**src/rtl/sram_port_arbiter.sv**
```systemverilog
// Two-port arbiter in front of a single-port synchronous SRAM.
// Port 0 has priority; port 1 is forced through after MAX_WAIT consecutive denied cycles.
module sram_port_arbiter #(
  parameter int ADDR_W   = 10,
  parameter int DATA_W   = 8,
  parameter int MAX_WAIT = 4
) (
  input  logic              clk,
  input  logic              rst,
  input  logic              req0,
  input  logic              req1,
  input  logic              we0,
  input  logic              we1,
  input  logic [ADDR_W-1:0] addr0,
  input  logic [ADDR_W-1:0] addr1,
  input  logic [DATA_W-1:0] wdata0,
  input  logic [DATA_W-1:0] wdata1,
  output logic              gnt0,
  output logic              gnt1,
  output logic              rvalid0,
  output logic              rvalid1,
  output logic [DATA_W-1:0] rdata0,
  output logic [DATA_W-1:0] rdata1,
  output logic              sram_ce,
  output logic              sram_we,
  output logic [ADDR_W-1:0] sram_addr,
  output logic [DATA_W-1:0] sram_din,
  input  logic [DATA_W-1:0] sram_dout,
  output logic [15:0]       conflict_cnt
);

  typedef struct packed {
    logic valid;
    logic owner;   // 0 = port 0, 1 = port 1
  } rd_tag_t;

  logic [3:0]        r_wait_cnt;
  logic [15:0]       r_conflict_cnt;
  logic              r_sram_ce;
  logic              r_sram_we;
  logic [ADDR_W-1:0] r_sram_addr;
  logic [DATA_W-1:0] r_sram_din;
  rd_tag_t           r_tag1;
  rd_tag_t           r_tag2;
  logic              r_rvalid0;
  logic              r_rvalid1;
  logic [DATA_W-1:0] r_rdata0;
  logic [DATA_W-1:0] r_rdata1;

  logic              w_force1;
  logic              w_gnt0;
  logic              w_gnt1;
  logic              w_acc;
  logic              w_we_sel;
  logic [ADDR_W-1:0] w_addr_sel;
  logic [DATA_W-1:0] w_din_sel;

  // NOTE: every always_comb output gets a default first so no path can infer a latch.
  always_comb begin
    w_force1   = 1'b0;
    w_gnt0     = 1'b0;
    w_gnt1     = 1'b0;
    w_we_sel   = we0;
    w_addr_sel = addr0;
    w_din_sel  = wdata0;
    if (!rst) begin
      w_force1 = req1 && (r_wait_cnt >= 4'(MAX_WAIT));
      w_gnt0   = req0 && !w_force1;
      w_gnt1   = req1 && (!req0 || w_force1);
    end
    if (w_gnt1) begin
      w_we_sel   = we1;
      w_addr_sel = addr1;
      w_din_sel  = wdata1;
    end
  end

  // Grants already imply req, so either grant is an accept.
  assign w_acc = w_gnt0 || w_gnt1;

  // NOTE: sequential state uses non-blocking assignments so every register samples pre-edge values.
  always_ff @(posedge clk) begin
    if (rst) begin
      r_wait_cnt     <= '0;
      r_conflict_cnt <= '0;
      r_sram_ce      <= 1'b0;
      r_sram_we      <= 1'b0;
      r_sram_addr    <= '0;
      r_sram_din     <= '0;
      r_tag1         <= '0;
      r_tag2         <= '0;
      r_rvalid0      <= 1'b0;
      r_rvalid1      <= 1'b0;
      r_rdata0       <= '0;
      r_rdata1       <= '0;
    end else begin
      if (req1 && !w_gnt1) begin
        if (r_wait_cnt != 4'hF) r_wait_cnt <= r_wait_cnt + 4'd1;
      end else begin
        r_wait_cnt <= '0;
      end

      if (req0 && req1 && (r_conflict_cnt != 16'hFFFF))
        r_conflict_cnt <= r_conflict_cnt + 16'd1;

      r_sram_ce <= w_acc;
      r_sram_we <= w_acc && w_we_sel;
      if (w_acc) begin
        r_sram_addr <= w_addr_sel;
        r_sram_din  <= w_din_sel;
      end

      // Tag follows the access: SRAM samples in N+1, data appears in N+2, return in N+3.
      r_tag1.valid <= w_acc && !w_we_sel;
      r_tag1.owner <= w_gnt1;
      r_tag2       <= r_tag1;

      r_rvalid0 <= r_tag2.valid && !r_tag2.owner;
      r_rvalid1 <= r_tag2.valid &&  r_tag2.owner;
      if (r_tag2.valid && !r_tag2.owner) r_rdata0 <= sram_dout;
      if (r_tag2.valid &&  r_tag2.owner) r_rdata1 <= sram_dout;
    end
  end

  assign gnt0         = w_gnt0;
  assign gnt1         = w_gnt1;
  assign sram_ce      = r_sram_ce;
  assign sram_we      = r_sram_we;
  assign sram_addr    = r_sram_addr;
  assign sram_din     = r_sram_din;
  assign rvalid0      = r_rvalid0;
  assign rvalid1      = r_rvalid1;
  assign rdata0       = r_rdata0;
  assign rdata1       = r_rdata1;
  assign conflict_cnt = r_conflict_cnt;

endmodule

```
**config.mk**
```make
export PLATFORM = sky130hd
export DESIGN_NAME = sram_port_arbiter
export DESIGN_NICKNAME = d
export VERILOG_FILES = /design/src/rtl/sram_port_arbiter.sv
export SDC_FILE = /design/constraint.sdc
export NUM_CORES = 1
export LEC_CHECK = 0
export CORE_AREA = 3 3 81 83
export DETAILED_ROUTE_END_ITERATION = 10
export DIE_AREA = 0 0 84 86
export PLACE_DENSITY = 0.78
export SKIP_LAST_GASP = 1
export SLEW_MARGIN = 20
export SYNTH_ARGS = -nofsm -noshare
export SYNTH_HDL_FRONTEND = slang
export SYNTH_SLANG_ARGS = --single-unit
export TNS_END_PERCENT = 10
```
**constraint.sdc**
```tcl
create_clock -name clk -period 2.2 [get_ports clk]
set_input_delay 0.44 -clock clk [delete_from_list [all_inputs] [get_ports clk]]
set_output_delay 0.44 -clock clk [all_outputs]
set_load 0.005 [all_outputs]
```
## Word level (Yosys, flattened, before mapping)

Index checks and enable logic that the tools add are counted.

| storage, ports and cells | value |
|---|---|
| output and inout port bits | 56 |
| bits in registers | 62 |
| logic and storage cells | 43 |
| input port bits | 50 |

| cells by class | value |
|---|---|
| bitwise gates (word level) | 1 |
| multiplexer cells | 5 |
| equal/unequal tests | 2 |
| reductions and logical operators | 18 |
| $lt $le $gt $ge | 1 |
| add/sub/neg operators | 2 |

Operators by type and width:

| operator | number |
|---|---|
| $add A16 B1 Y16 const B | 1 |
| $ne A16 B16 Y1 const B | 1 |
| $logic_and A1 B1 Y1 | 10 |
| $mux W10 | 1 |
| $mux W8 | 1 |
| $logic_not A1 Y1 | 5 |
| $add A4 B1 Y4 const B | 1 |
| $ge A4 B3 Y1 const B | 1 |
| $ne A4 B4 Y1 const B | 1 |
| $mux W1 | 3 |
| $logic_or A1 B1 Y1 | 2 |
| $reduce_or A2 Y1 | 1 |
| $not A1 Y1 | 1 |

## Longest topological paths before layout

| logic depth | value |
|---|---|
| word-level depth | 9 |
| mapped depth | 6 |
| depth with buffers taken out | 5 |

## Worst setup path after synthesis

No wires, ideal clock.

| path | value |
|---|---|
| path type | register -> register |
| start | register r_conflict_cnt[2] (netlist: conflict_cnt[2]) |
| end | register r_conflict_cnt[11] (netlist: conflict_cnt[11]) |
| slack | 0.488 ns |
| buffers on the path | 1 |
| stages on the path, launching flop included | 6 |
| period minus slack after synthesis | 1.712 ns |
| data required time | 2.130 ns |
| arrival | 1.641 ns |
| setup time | 0.070 ns |
| cell sequence | dfxtp_1 > nand4_2 > or3_1 > buf_2 > or4_1 > a21oi_1 |

| on the way | value |
|---|---|
| word-level cells in the longest chain between the ends | 2 |
| elaborated cells on any way between the ends | 3 |
| classes of those cells | 1 x add/sub; 1 x eq/ne; 1 x reduce/logical |

RTL lines:

| element | RTL line | source |
|---|---|---|
| start, declared | 38 | `logic [15:0] r_conflict_cnt;` |
| start signal, assigned | 104 | `r_conflict_cnt <= r_conflict_cnt + 16'd1;` |
| parallel branches: the longest is 2 deep, another holds $add A16 B1 Y16 | n/a |  |

Several ways; the timed one is not identified.
A chain may end at the register's enable or synchronous reset.

## Worst setup path after layout

| path | value |
|---|---|
| start | input rst |
| end | output gnt0 |

| on the way | value |
|---|---|
| word-level cells in the longest chain between the ends | 1 |

RTL lines:

| element | RTL line | source |
|---|---|---|
| start, declared | 9 | `input logic rst,` |
| $mux W1 | 66 | `if (!rst) begin` |
| end, declared | 18 | `output logic gnt0,` |

Every way passes these cells.

==> impl_metrics.ini <==
[cells_and_area]
fin_cells = 470
area.growth.synth_to_final_pct = 57.5
antenna-diode-count = 0
final_core_utilization_pct = 65.5
final.fill_count = 505
final_net_count = 442
drive_gt1_share_pct = 10.4

[floorplan]
start_util_pct = 41.6
floorplan.core_area_mm2 = 0.00592
num_rows = 28
die-height_um = 86
floorplan.die_area_mm2 = 0.00722
num_io_pins = 106
chipWidth_um = 84

[yosys]
yosys.area.top_type = sky130_fd_sc_hd__dfxtp_1
area_share_of_xor_xnor_cells_in_the_synthesized_design_pct = 0.356
synth_top_family_by_area = simple AND/OR/NAND/NOR gates
synthTopCellsByArea = sky130_fd_sc_hd__dfxtp_1 (50%), sky130_fd_sc_hd__a21oi_1 (6.3%), sky130_fd_sc_hd__nand2_1 (5.6%)
synth-edff-count = 0
syn-num-nets = 325
ys_seq_elements = 62
ffs_w_async_s_r_synth_pct = 0
fraction_of_the_mapped_netlist_area_in_compound_gates_pct = 16.8
synthesis.instances = 273
synth_flop_cell = sky130_fd_sc_hd__dfxtp_1
synth_common_cells = sky130_fd_sc_hd__dfxtp_1 (62), sky130_fd_sc_hd__nand2_1 (37), sky130_fd_sc_hd__a21oi_1 (31)
area_of_the_mapped_netlist_mm2 = 0.00246
post_synth_fa_ha_maj_area_fraction_pct = 1.02
synth_largest_type_area_fraction_pct = 50.4
post_synth_simple_gate_area_pct = 23.3
cell_with_the_most_instances_after_synthesis = sky130_fd_sc_hd__dfxtp_1
proportion_of_synthesized_chip_area_in_sequential_cells_pct = 50.4
syn-mean-instance-area_um2 = 9.02
ys.warnings.count = 0
muxShareOfSynthArea_pct = 4.12
synth_cell_types = 40

[clock_tree]
clkLatencyLatePin_ns = 0.32
cts_sinks = 62
clkTransAtPathRegs_ns = 0.06
cts_hold_buffers = 0
ctsHtreeMaxLevel = 3
cts_tree = done
cts_made_buffers = 9
cts.root.buffer_cell = sky130_fd_sc_hd__clkbuf_8
ctsLongestPathBuffers = 2

[grt]
grt_use_total_pct = 17.6
grt_max_degree = 30
grt_pass1_vias = 2361
antenna_found_initial = 0
grt_pass1_wl_mm = 10.5
globalRoute.totalOverflow = 0

[setup_path]
critical-path-slowest-cell = sky130_fd_sc_hd__clkdlybuf4s50_1
worstSetupEndpointType = output port
critical_path_class = primary input to output port
timing.critical_path.mode_cell = sky130_fd_sc_hd__clkdlybuf4s50_1
timing.critical_path.fanout_max = 4
timing.critical_path.cells = clkdlybuf4s50_1 > and3b_1 > clkdlybuf4s50_1
crit_arrival_ns = 1.68
delay_of_the_slowest_cell_on_the_worst_path_ns = 0.52
worst_setup_path_start_kind = primary input
worst_ep_required_time_ns = 1.76

[timing]
final.period_utilization_pct = 96.2
period_minus_slack_ns = 2.12
highest_clock_rate_mhz = 473
rsz0062_at_grt = no
finalHoldViolCount = 0
skew_ns = 0.0109
setup-violations-final = 0
report.final.slew_viol_count = 0
worstMarginPinSlew_ns = 0.546
final_critical_path_setup_slack_ns = 0.0842
timing.max_slew.rel_slack_pct = 63.5

[drt]
detail_route.drc_violations = 0
routed.top_layer = met4
final_antenna_net_count = 0
dr_wl_met2_mm = 3.09
vias = 2415
wire_per_inst_um = 13.5
starting_drt_drc_count = 96
wirelength_mm = 6.33
detailroute.wirelength.met3_um = 578
wl_met1_mm = 2.60
drt-pass1-iter-count = 5
drt-vias-per-instance = 5.14

[place]
place_inst = 454
io_buffer_count = 105
place.detailed.hpwl_mm = 4.69
place.gp.congestion = 0.793
pre_cts_slack_ns = -0.0722

[flow_run]
maxCapViolations = 0

[power]
cellPowerDensity_mw_per_mm2 = 648
sequentialPowerShare_pct = 47.6
leakage_nw = 1.45
total_internal_power_w = 0.00195
power.switching_fraction_pct = 22.5
pwr-share-clk_pct = 40.3
share_comb_of_total_power_pct = 12.1
net-switching-power_w = 0.000565
peakVddDrop_v = 0.000434

[status]
outcome = finished, final reports clean

[hold_path]
hp-class = register to register
## layout by cell type (no fill, tap or decap), types with 2 or more instances in the layout
cell / instances
sky130_fd_sc_hd__clkinvlp_4: 3
sky130_fd_sc_hd__nand4_1: 3
sky130_fd_sc_hd__mux2i_1: 9
sky130_fd_sc_hd__a21oi_1: 30
sky130_fd_sc_hd__a211oi_1: 6
sky130_fd_sc_hd__a222oi_1: 7
sky130_fd_sc_hd__or4_1: 5
sky130_fd_sc_hd__o21ai_0: 7
sky130_fd_sc_hd__nand2_1: 37
sky130_fd_sc_hd__dfxtp_1: 62
sky130_fd_sc_hd__nor2b_1: 5
sky130_fd_sc_hd__or3_1: 6
sky130_fd_sc_hd__nor2_1: 15
sky130_fd_sc_hd__a22oi_1: 4
sky130_fd_sc_hd__ha_1: 2
sky130_fd_sc_hd__nor3_1: 3
sky130_fd_sc_hd__nand4_2: 2
sky130_fd_sc_hd__and4_1: 2
sky130_fd_sc_hd__inv_1: 9
sky130_fd_sc_hd__dlygate4sd2_1: 3
sky130_fd_sc_hd__nand2b_1: 4
sky130_fd_sc_hd__and2_1: 4
sky130_fd_sc_hd__o31ai_1: 6
sky130_fd_sc_hd__clkbuf_8: 11
sky130_fd_sc_hd__nand3_1: 14
sky130_fd_sc_hd__buf_4: 16
sky130_fd_sc_hd__clkdlybuf4s50_1: 102
## layout make-up
type                            count  area, µm²  share of cell area, %
Multi-Input combinational cell    187       1130                   29.2
Sequential cell                    62       1240                   32.0
Tap cell                           75       93.8                   2.42
Clock inverter                      5       57.6                   1.48
Inverter                            9       33.8                  0.872
Clock buffer                       11        151                   3.91
Timing Repair Buffer              121       1170                   30.1
## layer usage
layer  vias up  track usage [%]
met4         0             7.75
met5         -                0
met1      1101             20.1
li1       1218                -
met2        90             29.7
met3         6             6.44
## critical path: cells and delay by family
family,cells,cell delay [ns]
and+or+nand+nor,1,0.25
buffers and inverters,2,0.98
## state kept, by name, indices dropped and copies added (netlist names), 2 cells and up
name and cells:
sram_addr 10, rdata1 8, r_tag2 2, conflict_cnt 16
r_wait_cnt 4, sram_din 8, r_tag1 2, rdata0 8
## power by group through the flow
stage	clock network [W]	logic, W	registers, W
after floorplan	0	0.0000964	0.00122
after global placement	0	0.000305	0.00122
after detailed placement	0	0.000308	0.00122
after CTS	0.00104	0.000309	0.00120
after global routing	0.00109	0.000334	0.00120
final	0.00101	0.000305	0.00120
## cells by family after synthesis
logic type               Yosys count
AND/OR/NAND/NOR                  108
AO/OA/AOI/OAI                     65
buffers and inverters             24
adder cells (fa/ha/maj)            2
XOR/XNOR                           1
multiplexers                      10
flip-flops                        62
other                              1
## metrics by stage
stage	total power, W	area (µm²)	TNS [ns]	hold slack, ns
floorplan	0.00132	2460	0	0.398
global placement	0.00152	3670	-0.0595	0.409
detailed placement	0.00153	3670	-0.158	0.417
CTS	0.00254	3880	0	0.427
global route	0.00263	3880	0	0.445
finish	0.00251	3880	0	0.426
## timing repair
action	CTS	global route
endpoints found under the setup margin	2	0
gates resized for setup	3	0
buffers inserted	0	0
## path summary, 6_finish.rpt
check | startpoint | end | slack (ns) | cells past startpoint
worst max-delay path | rst | gnt0 | 0.08 | 3
worst min-delay path | r_wait_cnt[0] | r_wait_cnt[0] | 0.43 | 1
worst max register to register | conflict_cnt[0] | conflict_cnt[5] | 0.33 | 6
worst min register to register | r_wait_cnt[0] | r_wait_cnt[0] | 0.43 | 1
Power figures use the tool's default switching activity.
